`config.mk`:
```
export PLATFORM = sky130hd
export DESIGN_NAME = canny_sobel_window
export DESIGN_NICKNAME = d
export VERILOG_FILES = /design/src/rtl/canny_pkg.sv /design/src/rtl/sobel3x3.sv /design/src/rtl/canny_sobel_window.sv
export SDC_FILE = /design/constraint.sdc
export NUM_CORES = 1
export LEC_CHECK = 0
export BUFFER_PORTS_ARGS = -buffer_cell sky130_fd_sc_hd__buf_2
export CAP_MARGIN = 5
export CORE_MARGIN = 2
export CORE_UTILIZATION = 50
export CTS_BUF_LIST = sky130_fd_sc_hd__clkbuf_8
export CTS_CLUSTER_DIAMETER = 80
export DETAILED_ROUTE_END_ITERATION = 6
export PLACE_DENSITY = 0.7
export SETUP_SLACK_MARGIN = 0.02
export SYNTH_ARGS = -nofsm -noshare
export SYNTH_HDL_FRONTEND = slang
export SYNTH_SLANG_ARGS = --single-unit
```
`constraint.sdc`:
```
create_clock -name nclk -period 9 [get_ports nclk]
set_input_delay 2.25 -clock nclk [delete_from_list [all_inputs] [get_ports nclk]]
set_output_delay 2.25 -clock nclk [all_outputs]
set_load 0.02 [all_outputs]
```
`src/rtl/canny_pkg.sv`:
```
// Shared sizing parameters and FSM encoding for the Sobel window streamer.
package canny_pkg;
    localparam int PIXW  = 8;
    localparam int PPW   = 8;
    localparam int GW    = 11;
    localparam int WORDW = PIXW * PPW;
    localparam int NROWS = 4;

    typedef enum logic {
        IDLE   = 1'b0,
        STREAM = 1'b1
    } state_t;
endpackage

```
`src/rtl/sobel3x3.sv`:
```
// Combinational 3x3 Sobel operator on unsigned pixels; pRC is row R (top=0), column C (left=0).
module sobel3x3 #(
    parameter int PIXW = 8,
    parameter int GW   = 11
) (
    input  logic [PIXW-1:0]      p00,
    input  logic [PIXW-1:0]      p01,
    input  logic [PIXW-1:0]      p02,
    input  logic [PIXW-1:0]      p10,
    input  logic [PIXW-1:0]      p11,
    input  logic [PIXW-1:0]      p12,
    input  logic [PIXW-1:0]      p20,
    input  logic [PIXW-1:0]      p21,
    input  logic [PIXW-1:0]      p22,
    output logic signed [GW-1:0] gx,
    output logic signed [GW-1:0] gy
);
    logic [GW-1:0] left_sum;
    logic [GW-1:0] right_sum;
    logic [GW-1:0] top_sum;
    logic [GW-1:0] bottom_sum;

    // Weighted sums are non-negative; modular subtraction yields the two's complement result.
    assign left_sum   = GW'(p00) + (GW'(p10) << 1) + GW'(p20);
    assign right_sum  = GW'(p02) + (GW'(p12) << 1) + GW'(p22);
    assign top_sum    = GW'(p00) + (GW'(p01) << 1) + GW'(p02);
    assign bottom_sum = GW'(p20) + (GW'(p21) << 1) + GW'(p22);

    assign gx = $signed(right_sum - left_sum);
    assign gy = $signed(bottom_sum - top_sum);
endmodule

```
`src/rtl/canny_sobel_window.sv`:
```
// Streams four row words into two stacked 3x3 Sobel windows, one column beat per accepted cycle.
// Handshake: a transfer happens on a rising nclk edge where valid and ready are both high; valid holds its beat until accepted.
module canny_sobel_window #(
    parameter int PIXW = canny_pkg::PIXW,
    parameter int PPW  = canny_pkg::PPW,
    parameter int GW   = canny_pkg::GW
) (
    input  logic                 nclk,
    input  logic                 reset,
    input  logic                 load,
    input  logic                 line_start,
    input  logic [63:0]          rowA,
    input  logic [63:0]          rowB,
    input  logic [63:0]          rowC,
    input  logic [63:0]          rowD,
    output logic                 load_ready,
    output logic                 out_valid,
    input  logic                 out_ready,
    output logic signed [GW-1:0] gx0,
    output logic signed [GW-1:0] gy0,
    output logic signed [GW-1:0] gx1,
    output logic signed [GW-1:0] gy1,
    output logic [2:0]           col,
    output logic                 sol,
    output logic                 state
);
    import canny_pkg::*;

    localparam int WW = PIXW * PPW;
    localparam int CW = 2 * PIXW;

    state_t          state_q, state_d;
    logic [WW-1:0]   word_q  [NROWS];
    logic [WW-1:0]   word_d  [NROWS];
    logic [WW-1:0]   row_in  [NROWS];
    logic [CW-1:0]   carry_q [NROWS];
    logic [CW-1:0]   carry_d [NROWS];
    logic [WW+CW-1:0] ext    [NROWS];
    logic [PIXW-1:0] px      [NROWS][3];
    logic [2:0]      col_q, col_d;
    logic            sol_q, sol_d;
    logic            last_col;
    logic            accept;
    logic            beat_done;
    logic signed [GW-1:0] gx0_d, gy0_d, gx1_d, gy1_d;

    assign row_in[0] = rowA;
    assign row_in[1] = rowB;
    assign row_in[2] = rowC;
    assign row_in[3] = rowD;

    assign last_col  = (col_q == 3'(PPW - 1));
    assign accept    = load && load_ready;
    assign beat_done = (state_q == STREAM) && out_ready;

    // State register.
    always_ff @(posedge nclk) begin
        if (reset) state_q <= IDLE;
        else       state_q <= state_d;
    end

    // Next-state logic.
    always_comb begin
        state_d = state_q;
        case (state_q)
            IDLE:    if (load) state_d = STREAM;
            STREAM:  if (out_ready && last_col && !load) state_d = IDLE;
            default: state_d = IDLE;
        endcase
    end

    // FSM outputs.
    always_comb begin
        load_ready = (state_q == IDLE) || ((state_q == STREAM) && last_col && out_ready);
        out_valid  = (state_q == STREAM);
        state      = state_q;
    end

    // Carry columns are pixels 6 and 7 of the word being replaced, so the next word sees its left neighbours.
    always_comb begin
        col_d = col_q;
        sol_d = sol_q;
        for (int r = 0; r < NROWS; r++) begin
            word_d[r]  = word_q[r];
            carry_d[r] = carry_q[r];
        end
        if (accept) begin
            col_d = 3'd0;
            sol_d = line_start;
            for (int r = 0; r < NROWS; r++) begin
                word_d[r]  = row_in[r];
                carry_d[r] = line_start ? '0 : word_q[r][WW-1 -: CW];
            end
        end else if (beat_done) begin
            col_d = last_col ? 3'd0 : col_q + 3'd1;
        end
    end

    // Gradients are computed for the upcoming beat so the registered outputs match col.
    always_comb begin
        for (int r = 0; r < NROWS; r++) begin
            ext[r] = {word_d[r], carry_d[r]};
            for (int i = 0; i < 3; i++) begin
                px[r][i] = ext[r][(32'(col_d) + i) * PIXW +: PIXW];
            end
        end
    end

    sobel3x3 #(.PIXW(PIXW), .GW(GW)) u_sobel_top (
        .p00(px[0][0]), .p01(px[0][1]), .p02(px[0][2]),
        .p10(px[1][0]), .p11(px[1][1]), .p12(px[1][2]),
        .p20(px[2][0]), .p21(px[2][1]), .p22(px[2][2]),
        .gx (gx0_d),    .gy (gy0_d)
    );

    sobel3x3 #(.PIXW(PIXW), .GW(GW)) u_sobel_bot (
        .p00(px[1][0]), .p01(px[1][1]), .p02(px[1][2]),
        .p10(px[2][0]), .p11(px[2][1]), .p12(px[2][2]),
        .p20(px[3][0]), .p21(px[3][1]), .p22(px[3][2]),
        .gx (gx1_d),    .gy (gy1_d)
    );

    always_ff @(posedge nclk) begin
        if (reset) begin
            col_q <= 3'd0;
            sol_q <= 1'b0;
            gx0   <= '0;
            gy0   <= '0;
            gx1   <= '0;
            gy1   <= '0;
            for (int r = 0; r < NROWS; r++) begin
                word_q[r]  <= '0;
                carry_q[r] <= '0;
            end
        end else begin
            col_q <= col_d;
            sol_q <= sol_d;
            gx0   <= gx0_d;
            gy0   <= gy0_d;
            gx1   <= gx1_d;
            gy1   <= gy1_d;
            for (int r = 0; r < NROWS; r++) begin
                word_q[r]  <= word_d[r];
                carry_q[r] <= carry_d[r];
            end
        end
    end

    assign col = col_q;
    assign sol = sol_q;
endmodule

```
==> qor.yml <==
drt:
  highest_layer: "met4"
  via_count: 24600
  met1Wirelength_um: 36400
  drc: 0
  routedWlPerCell_um: 22.5
  avgViaCountPerCell: 5.99
  met2RoutedLength_um: 41600
  antenna_left: 0
  drtIter0Drc: 2682
  dr.pass1.iters: 6
  routed_wl_um: 92600
  route.met3.wl_um: 6410
final_layout:
  final_util: 0.569
  final_common_cell: "nand2_1"
  finish.instance_area_sq_um: 27700
  drive_gt1_frac: 0.148
  layout_common_cells: "nand2_1 (664), a21oi_1 (398), dfxtp_1 (369), buf_2 (310), nor2_1 (284)"
  area_growth_pct: 12.8
  diodes: 0
  final_nets: 3888
global_route:
  grt_pass1_wl_um: 140000
  grt_use_total: 0.362
  overflow: 0
  grt_pass1_vias: 24000
  antenna_found_initial: 0
  grt_max_degree: 243
timing:
  finalCriticalPeriod_ns: 7.83
  layout_setup_ws_ns: 1.17
  max_freq_ghz: 0.128
  rsz0062_at_grt: "no"
  finalMaxSlewViolations: 0
  setup_viol: 0
  hold_viol: 0
  worst_slew_pin_slew_ns: 1.31
  hold_slack_ns: 0.457
  post-route-period-util: 0.870
  slew_headroom: 0.126
  finalSetupTns_ns: 0
  skew_ns: 0.0609
min_path:
  hp-class: "reg2reg"
clocking:
  cts_tree: "done"
  clkSinkCount: 369
  ctsHoldBuffers: 0
  cts_root_buf: "clkbuf_8"
  post_cts_resized: 0
  cts_max_level: 3
  cts_buffer_depth: 3
  cts_setup_buffers: 0
  clock_latency_ns: 0.68
  clkTransAtPathRegs_ns: 0.06
  cts_buffers: 70
floorplanning:
  die_w_um: 226
  die_y_um: 226
  initial_utilization: 0.504
  placementRows: 81
  core_area_sq_um: 48600
  design.die.area_sq_um: 50900
  ios: 312
power_and_ir_drop:
  power_frac_seq: 0.280
  power_frac_comb: 0.483
  power.internal_mw: 3.99
  power_density_nw_per_um2: 245
  peakVddDrop_v: 0.000198
  p_switching_mw: 2.78
  switching_share: 0.411
  power.share.clock: 0.237
  power_leakage_nw: 12.0
yosys:
  syn_nets: 3679
  syn_avg_cell_area_sq_um: 7.60
  ys_ff_latch: 369
  synth-edff-count: 0
  synth_cell_type_count: 73
  synth_area_sq_um: 24500
  ys.flop_type: "dfxtp_1"
  synth_cells: 3229
  synth-async-reset-ratio: 0
  ys_warn_count: 0
  yosysSeqAreaShare: 0.301
placement:
  io_buffers: 311
  dp_hpwl_um: 69300
  routabilityCongestion: 1.01
  post-place-ws_ns: 0.719
  place_area_sq_um: 26300
status:
  status: "finished clean"
critical_path:
  crit_path_start_kind: "input port"
  crit_required_ns: 9.49
  endpoint_kind: "flip-flop"
  crit_type: "in2reg"
  path_max_fanout: 37
  cp.arrival_ns: 8.31
run:
  maxCapViolations: 0
cell type report:
cell class | instances | area, sq um
Clock buffer | 77 | 1060
Timing Repair Buffer | 384 | 2230
Fill cell | 4694 | 21000
Sequential cell | 369 | 7390
Clock inverter | 46 | 264
Inverter | 137 | 514
Multi-Input combinational cell | 2476 | 15400
Tap cell | 622 | 778
through the flow:
| stage | power, mW | cells |
|---|---|---|
| global placement | 5.09 | 3988 |
| floorplan | 4.33 | 3229 |
| detailed placement | 5.15 | 3988 |
| finish | 6.76 | 4111 |
| CTS | 6.78 | 4111 |
| global route | 7.31 | 4111 |
cell families after synthesis:
| logic type | synth area share |
|---|---|
| flops | 0.301 |
| fa+ha+maj | 0.122 |
| mux | 0.0550 |
| simple gates | 0.213 |
| xor+xnor | 0.0207 |
| buf+inv | 0.0724 |
| compound gates | 0.215 |
Yosys cell counts, types with 55 or more instances:
library cell | count | area, sq um
mux2i_1 | 117 | 1170
a21oi_1 | 398 | 1990
clkbuf_1 | 86 | 323
nand2_1 | 666 | 2500
ha_1 | 105 | 1310
inv_1 | 136 | 510
o21ai_0 | 97 | 485
nand3_1 | 69 | 345
nor2_1 | 284 | 1070
a211oi_1 | 93 | 698
fa_1 | 84 | 1680
buf_2 | 118 | 591
nor3b_1 | 55 | 413
dfxtp_1 | 369 | 7390
worst max-delay path: stages:
cell	delay [ns]
buf_2	0.16
and2_4	0.24
mux2_4	0.55
buf_4	0.43
mux2i_1	0.24
o21ai_1	0.11
o21ai_0	0.63
nand2_1	0.18
o21a_1	0.21
ha_1	0.36
a21oi_1	0.25
o21bai_1	0.12
a21oi_1	0.23
xor2_1	0.13
fa_1	0.54
inv_1	0.05
fa_1	0.46
ha_1	0.25
or3_1	0.37
o21ai_0	0.08
a21oi_1	0.07
a21oi_1	0.19
xor2_1	0.16
nor2_1	0.05
per-layer routing:
| metal | GRT usage | vias up |
|---|---|---|
| met5 | 0 | - |
| met4 | 0.288 | 0 |
| met3 | 0.0450 | 281 |
| met2 | 0.583 | 1157 |
| met1 | 0.439 | 11700 |
| li1 | - | 11500 |
registers in the layout (all words and copies together) (netlist names):
name,cells
sol,1
gy1,11
gx1,11
out_valid,1
word_q,256
carry_q,64
gy0,11
gx0,11
col,3
power by group through the flow:
| stage | logic, mW | clock network, mW | registers (mW) |
|---|---|---|---|
| finish | 3.27 | 1.60 | 1.90 |
| CTS | 3.26 | 1.63 | 1.89 |
| global placement | 3.17 | 0 | 1.92 |
| floorplan | 2.32 | 0 | 2.01 |
| global route | 3.70 | 1.71 | 1.91 |
| detailed placement | 3.22 | 0 | 1.93 |
final timing paths:
path	start	to	slack, ns	depth (start not counted)
hold / removal	sol$_SDFFE_PP0N_	sol$_SDFFE_PP0N_	0.46	2
hold reg to reg	sol$_SDFFE_PP0N_	sol$_SDFFE_PP0N_	0.46	2
setup reg to reg	col[0]$_SDFF_PP0_	gx1[8]$_SDFF_PP0_	1.80	25
setup / recovery	out_ready	gx1[8]$_SDFF_PP0_	1.17	24
Note: power is estimated with default switching activity, not from simulation.
